$ cat src/rtl/regfile_pkg.sv
// Shared types, default sizes and the write-port priority helper for the multi-port register file.
package regfile_pkg;

    typedef enum logic {RF_CLEAR, RF_READY} rf_state_e;

    localparam int RF_XLEN  = 32;
    localparam int RF_DEPTH = 32;
    // Widest write-port vector the priority helper accepts; NUM_WR must not exceed it.
    localparam int PRIO_MAX = 16;

    // Highest-numbered set bit of a write-port match vector, 0 when none is set.
    function automatic int prio_match(input logic [PRIO_MAX-1:0] match);
        int sel;
        sel = 0;
        for (int i = 0; i < PRIO_MAX; i++) begin
            if (match[i]) sel = i;
        end
        return sel;
    endfunction

endpackage

$ cat src/rtl/regfile_clear_seq.sv
// Clear sequencer: sweeps every entry to zero after reset or on clear_req, then holds READY.
module regfile_clear_seq
    import regfile_pkg::*;
#(
    parameter int DEPTH = RF_DEPTH,
    localparam int AW = $clog2(DEPTH)
) (
    input  logic          clk,
    input  logic          rst,
    input  logic          clear_req,
    output logic          ready,
    output logic          clr_we,
    output logic [AW-1:0] clr_addr
);

    rf_state_e     state, state_nx;
    logic [AW-1:0] idx, idx_nx;

    always_ff @(posedge clk or posedge rst) begin
        if (rst) begin
            state <= RF_CLEAR;
            idx   <= '0;
        end else begin
            state <= state_nx;
            idx   <= idx_nx;
        end
    end

    // A clear_req seen during the sweep is ignored: the CLEAR arm never looks at it.
    always_comb begin
        state_nx = state;
        idx_nx   = idx;
        case (state)
            RF_CLEAR: begin
                if (idx == AW'(DEPTH - 1)) begin
                    state_nx = RF_READY;
                    idx_nx   = '0;
                end else begin
                    idx_nx = idx + AW'(1);
                end
            end
            RF_READY: begin
                if (clear_req) begin
                    state_nx = RF_CLEAR;
                    idx_nx   = '0;
                end
            end
            default: begin
                state_nx = RF_CLEAR;
                idx_nx   = '0;
            end
        endcase
    end

    assign ready    = (state == RF_READY);
    assign clr_we   = (state == RF_CLEAR);
    assign clr_addr = idx;

endmodule

$ cat src/rtl/regfile_mp.sv
// Multi-port register file with hardware clear sweep and optional x0.
// Define REGFILE_MP_BYPASS_EN to forward same-cycle write data to matching read ports.
module regfile_mp
    import regfile_pkg::*;
#(
    parameter int XLEN     = RF_XLEN,
    parameter int DEPTH    = RF_DEPTH,
    parameter int NUM_RD   = 2,
    parameter int NUM_WR   = 2,
    parameter int ZERO_REG = 1,
    localparam int AW = $clog2(DEPTH)
) (
    input  logic                   clk,
    input  logic                   rst,
    input  logic                   clear_req,
    output logic                   ready,
    input  logic [NUM_WR-1:0]      we,
    input  logic [NUM_WR*AW-1:0]   waddr,
    input  logic [NUM_WR*XLEN-1:0] wdata,
    input  logic [NUM_RD*AW-1:0]   raddr,
    output logic [NUM_RD*XLEN-1:0] rdata
);

    logic [XLEN-1:0] mem [DEPTH];
    logic [AW-1:0]   waddr_a [NUM_WR];
    logic [XLEN-1:0] wdata_a [NUM_WR];
    logic [AW-1:0]   raddr_a [NUM_RD];
    logic [NUM_WR-1:0] wr_win;
    logic            clr_we;
    logic [AW-1:0]   clr_addr;

    function automatic logic is_zero(input logic [AW-1:0] a);
        return (ZERO_REG != 0) && (a == '0);
    endfunction

    regfile_clear_seq #(.DEPTH(DEPTH)) u_clear_seq (
        .clk      (clk),
        .rst      (rst),
        .clear_req(clear_req),
        .ready    (ready),
        .clr_we   (clr_we),
        .clr_addr (clr_addr)
    );

    always_comb begin
        for (int p = 0; p < NUM_WR; p++) begin
            waddr_a[p] = waddr[p*AW +: AW];
            wdata_a[p] = wdata[p*XLEN +: XLEN];
        end
        for (int p = 0; p < NUM_RD; p++) begin
            raddr_a[p] = raddr[p*AW +: AW];
        end
    end

    // A port writes only if it is the highest-numbered enabled port targeting its address.
    always_comb begin
        logic [PRIO_MAX-1:0] m;
        m      = '0;
        wr_win = '0;
        for (int p = 0; p < NUM_WR; p++) begin
            m = '0;
            for (int q = 0; q < NUM_WR; q++) begin
                m[q] = we[q] && (waddr_a[q] == waddr_a[p]);
            end
            wr_win[p] = ready && we[p] && !is_zero(waddr_a[p]) && (prio_match(m) == p);
        end
    end

    always_ff @(posedge clk) begin
        if (clr_we) begin
            mem[clr_addr] <= '0;
        end else begin
            for (int p = 0; p < NUM_WR; p++) begin
                if (wr_win[p]) mem[waddr_a[p]] <= wdata_a[p];
            end
        end
    end

`ifdef REGFILE_MP_BYPASS_EN
    localparam int WPW = (NUM_WR > 1) ? $clog2(NUM_WR) : 1;

    always_comb begin
        logic [PRIO_MAX-1:0] m;
        m     = '0;
        rdata = '0;
        for (int p = 0; p < NUM_RD; p++) begin
            m = '0;
            for (int q = 0; q < NUM_WR; q++) begin
                m[q] = we[q] && (waddr_a[q] == raddr_a[p]);
            end
            if (ready && !is_zero(raddr_a[p])) begin
                if (|m) rdata[p*XLEN +: XLEN] = wdata_a[WPW'(prio_match(m))];
                else    rdata[p*XLEN +: XLEN] = mem[raddr_a[p]];
            end
        end
    end
`else
    always_comb begin
        rdata = '0;
        for (int p = 0; p < NUM_RD; p++) begin
            if (ready && !is_zero(raddr_a[p])) rdata[p*XLEN +: XLEN] = mem[raddr_a[p]];
        end
    end
`endif

endmodule

$ cat config.mk
export PLATFORM = sky130hd
export DESIGN_NAME = regfile_mp
export DESIGN_NICKNAME = d
export VERILOG_FILES = /design/src/rtl/regfile_pkg.sv /design/src/rtl/regfile_clear_seq.sv /design/src/rtl/regfile_mp.sv
export SDC_FILE = /design/constraint.sdc
export NUM_CORES = 2
export LEC_CHECK = 0
export CELL_PAD_IN_SITES_DETAIL_PLACEMENT = 1
export CELL_PAD_IN_SITES_GLOBAL_PLACEMENT = 2
export CORE_ASPECT_RATIO = 0.75
export CORE_MARGIN = 2
export CORE_UTILIZATION = 45
export CTS_BUF_LIST = sky130_fd_sc_hd__clkbuf_8
export DETAILED_ROUTE_END_ITERATION = 10
export GPL_TIMING_DRIVEN = 0
export PLACE_DENSITY = 0.92
export SLEW_MARGIN = 20
export SYNTH_ARGS = -nofsm -noshare
export SYNTH_HDL_FRONTEND = slang
export SYNTH_SLANG_ARGS = --single-unit
$ cat constraint.sdc
create_clock -name clk -period 5.7 [get_ports clk]
set_input_delay 1.14 -clock clk [delete_from_list [all_inputs] [get_ports clk]]
set_output_delay 1.14 -clock clk [all_outputs]
set_load 0.02 [all_outputs]
==> results by group <==
Run status
  • Outcome: complete, but fails checks
  • Violations in the final reports: negative setup slack

Worst setup path
  • Startpoint kind of the worst setup timing path: input port
  • Buffers plus inverters on the worst setup path: 4
  • Max Fanout on Critical Path: 10
  • Reg2reg path depth: 7
  • CP max stage cell: sky130_fd_sc_hd__clkdlybuf4s50_1
  • Reg2Reg Launch Point: u_clear_seq.ready
  • Crit Reg-Reg Endpoint: mem[17][15]
  • Register-to-register setup slack: 1360 ps
  • Crit path kind: in -> out
  • Arrival time at the worst endpoint: 4720 ps
  • Worst Path Required: 4560 ps
  • Chain of cells forming the critical path: clkbuf_1, clkbuf_4, clkbuf_2, mux4_2, mux2i_1, o22ai_1, or2_2, clkdlybuf4s50_1
  • Top delay family on crit path: buffers and inverters
  • Element type at the critical path end: output pin
  • Delay of the slowest critical-path stage: 560 ps

Timing
  • Clock period minus worst slack: 5860 ps
  • Final worst slack: -157 ps
  • Max frequency: 0.171 GHz
  • Final Skew: 39.4 ps
  • Final Slew Violations: 0
  • Post-route clock period utilization: 103%
  • Worst slew margin: 15.8%
  • Setup violators final: 16
  • Transition time of the tightest slew-check pin: 1260 ps
  • Fin. Hold Viols: 0

Pwr
  • Power density over the cells: 322 nW/um^2
  • Power after layout: 21500 uW
  • Part of the total power dissipated in sequential elements: 46.0%
  • VDD IR max: 0.000251 V
  • Static leakage: 0.0220 uW
  • Internal: 14500 uW
  • Sw Pwr: 7040 uW
  • Switching power as a share of total power: 32.7%
  • Part of the power in combinational logic: 24.4%
  • Share of power burned in the clock network: 29.6%

Die
  • Floorplan die width: 420 microns
  • Area of the core: 129000 sq um
  • Starting Density: 45.4%
  • Floorplan row count: 114
  • Die ar.: 133000 sq um
  • # IOs: 154
  • Die height: 316 microns

Flow run
  • Max-capacitance violation count: 0

Route
  • Drt total wl: 246000 microns
  • Met3 WL post-DR: 32100 microns
  • Highest signal layer in the routed design: met5
  • Starting DRT DRC Count: 7006
  • Post-Route M1 WL: 88300 microns
  • Antenna-violating nets left: 0
  • Post-DR wirelength/cell: 35.2 microns
  • Count of vias placed by the detailed router: 47700
  • First-pass DRT Iterations: 6
  • Mean number of vias per cell: 6.82
  • Number of remaining DRC errors: 0
  • Wire length on met2: 107000 microns

Layout
  • Area growth syn-to-layout: 14.1%
  • Fraction of final layout cells with drive strength greater than 1: 18.9%
  • Final layout net count: 5214
  • Most used cells in the layout excluding fill and tap cells: sky130_fd_sc_hd__nand2_1 (1031), sky130_fd_sc_hd__edfxtp_1 (1024), sky130_fd_sc_hd__o21ai_0 (991)
  • Final cell count without fillers: 6994
  • Leading cell type in the layout, fill and taps excluded: sky130_fd_sc_hd__nand2_1

Clocking
  • Inserted Clock Buffers: 166
  • CTS tree: done
  • Hold buffer count at CTS: 0
  • Number of clock sinks: 1030
  • Register clock-pin slew on the reported worst setup and hold paths: 70 ps
  • Root buffer cell: sky130_fd_sc_hd__clkbuf_8
  • Maximum count of clock buffers along a single path: 3
  • Skew-Pair Late Insertion Delay: 920 ps
  • Number of H-tree levels: 4
  • Number of buffers added for setup after CTS: 0

Yosys
  • Number of enable flip-flop cells after synthesis: 1024
  • Post-synth net total: 4865
  • Syn. warnings: 0
  • Mapped cell area: 58500 sq um
  • Count of different cell masters after synthesis: 44
  • Number of standard cells after synthesis: 4774
  • Flop and latch count out of synthesis: 1030
  • Mean post-synth cell area: 12.3 sq um
  • Share of flip-flops with an asynchronous set or reset: 0.583%
  • Sequential cell area fraction in the yosys report: 52.8%
  • Prevailing post-synth register cell: sky130_fd_sc_hd__edfxtp_1

GRT
  • Congestion Overflow GR: 0
  • Wire length of the first global-routing pass: 347000 microns
  • Via count of the first global-routing pass: 49000
  • Antenna violations before repair: 11
  • GRT Overall Usage: 37.0%
  • Largest net degree at the start of global routing: 22

Placement
  • Number of I/O port buffers: 144
  • Number of instances in the placed design: 6695
  • Placed wire-length estimate: 190000 microns
  • Routability congestion estimate from global placement: 0.995

Worst hold path
  • Worst min-delay path category: in -> async
-- state kept, by name, indices dropped and copies added, names as in the netlist --
name                  flops
mem                    1024
u_clear_seq.clr_addr      5
u_clear_seq.ready         1
-- cell usage after synthesis, types with 12 or more instances --
cell type | n | share of area [%]
sky130_fd_sc_hd__mux4_2 | 512 | 20
sky130_fd_sc_hd__buf_1 | 44 | 0.28
sky130_fd_sc_hd__o21bai_1 | 12 | 0.15
sky130_fd_sc_hd__nor3_1 | 15 | 0.13
sky130_fd_sc_hd__o22ai_1 | 147 | 1.6
sky130_fd_sc_hd__mux2i_1 | 261 | 4.5
sky130_fd_sc_hd__buf_2 | 80 | 0.68
sky130_fd_sc_hd__nor2_1 | 21 | 0.13
sky130_fd_sc_hd__or2_2 | 57 | 0.61
sky130_fd_sc_hd__clkbuf_1 | 456 | 2.9
sky130_fd_sc_hd__inv_1 | 38 | 0.24
sky130_fd_sc_hd__o21ai_0 | 991 | 8.5
sky130_fd_sc_hd__nand2_1 | 1031 | 6.6
sky130_fd_sc_hd__edfxtp_1 | 1024 | 53
-- kinds of logic (layout without fill, tap and decap cells) --
group                    Yosys count  after routing  share of synthesized area (%)
flip-flops                      1030           1030                           52.8
AND/OR/NAND/NOR                 1173           1173                           8.07
XOR/XNOR                           5              5                         0.0749
buffers and inverters            622           1094                           4.20
other                              0              8                              0
adder cells (fa/ha/maj)            2              2                         0.0428
multiplexers                     777            777                           24.3
AO/OA/AOI/OAI                   1165           1165                           10.5
-- worst reg2reg max path, cell delays in order, from the launching register on --
cell and delay, ps:
sky130_fd_sc_hd__dfrtp_1 630, sky130_fd_sc_hd__o311ai_2 200, sky130_fd_sc_hd__a31oi_2 880, sky130_fd_sc_hd__buf_6 340, sky130_fd_sc_hd__buf_6 240, sky130_fd_sc_hd__mux2i_1 940
sky130_fd_sc_hd__o22ai_4 480, sky130_fd_sc_hd__buf_16 330
-- final cells by class --
type,count,area [sq um]
antenna,8,20.0
buffer,584,2480
clock buffer,170,2340
clock inverter,121,672
fill,13300,62200
inverter,38,143
multi-input combinational,3122,25600
sequential,1030,30900
tap,1740,2180
timing repair buffer,181,2400
-- worst max-delay path by stage --
| stage | startpoint | end | slack [ps] | depth (start not counted) |
|---|---|---|---|---|
| 6_report | raddr[6] | rdata[62] | -160 | 8 |
| 5_1_grt | raddr[1] | rdata[10] | -10 | 8 |
| 4_1_cts | raddr[8] | rdata[43] | -130 | 7 |
| 3_5_place_dp | raddr[1] | rdata[11] | -450 | 8 |
| 3_3_place_gp | waddr[9] | mem[29][18] | -2100 | 8 |
| 2_1_floorplan | waddr[3] | mem[2][0] | 1000 | 8 |
-- power groups by stage --
stage | Combinational (uW) | Sequential, uW | Clock, uW
6_report | 5260 | 9890 | 6350
5_1_grt | 5400 | 9940 | 6560
4_1_cts | 5120 | 9860 | 6300
3_5_place_dp | 5090 | 10000 | 0
3_3_place_gp | 4470 | 10000 | 0
2_1_floorplan | 2770 | 9870 | 0
-- stage by stage --
| step | worst slack, ps | instance area (sq um) | hold WS (ps) | TNS (ps) | utilization (%) |
|---|---|---|---|---|---|
| final | -157 | 66700 | 638 | -713 | 51.7 |
| after global routing | -9.79 | 66700 | 649 | -17.7 | 51.7 |
| after CTS | -129 | 66600 | 601 | -129 | 51.7 |
| after detailed placement | -454 | 63500 | 656 | -18260 | 49.2 |
| after global placement | -2100 | 62100 | 627 | -1525020 | 48.2 |
| after floorplan | 1000 | 58500 | 583 | 0 | - |
-- routing by layer --
metal,vias up,GRT usage [%]
met3,774,10.1
li1,18900,-
met5,-,0
met2,3707,54.5
met4,10,24.3
met1,24300,48.3
-- repair_timing --
item | 4_1_cts | 5_1_grt
endpoints found under the setup margin | 64 | 22
gates cloned | 0 | 0
resized for setup | 45 | 35
Note: power is estimated with default switching activity, not from simulation.
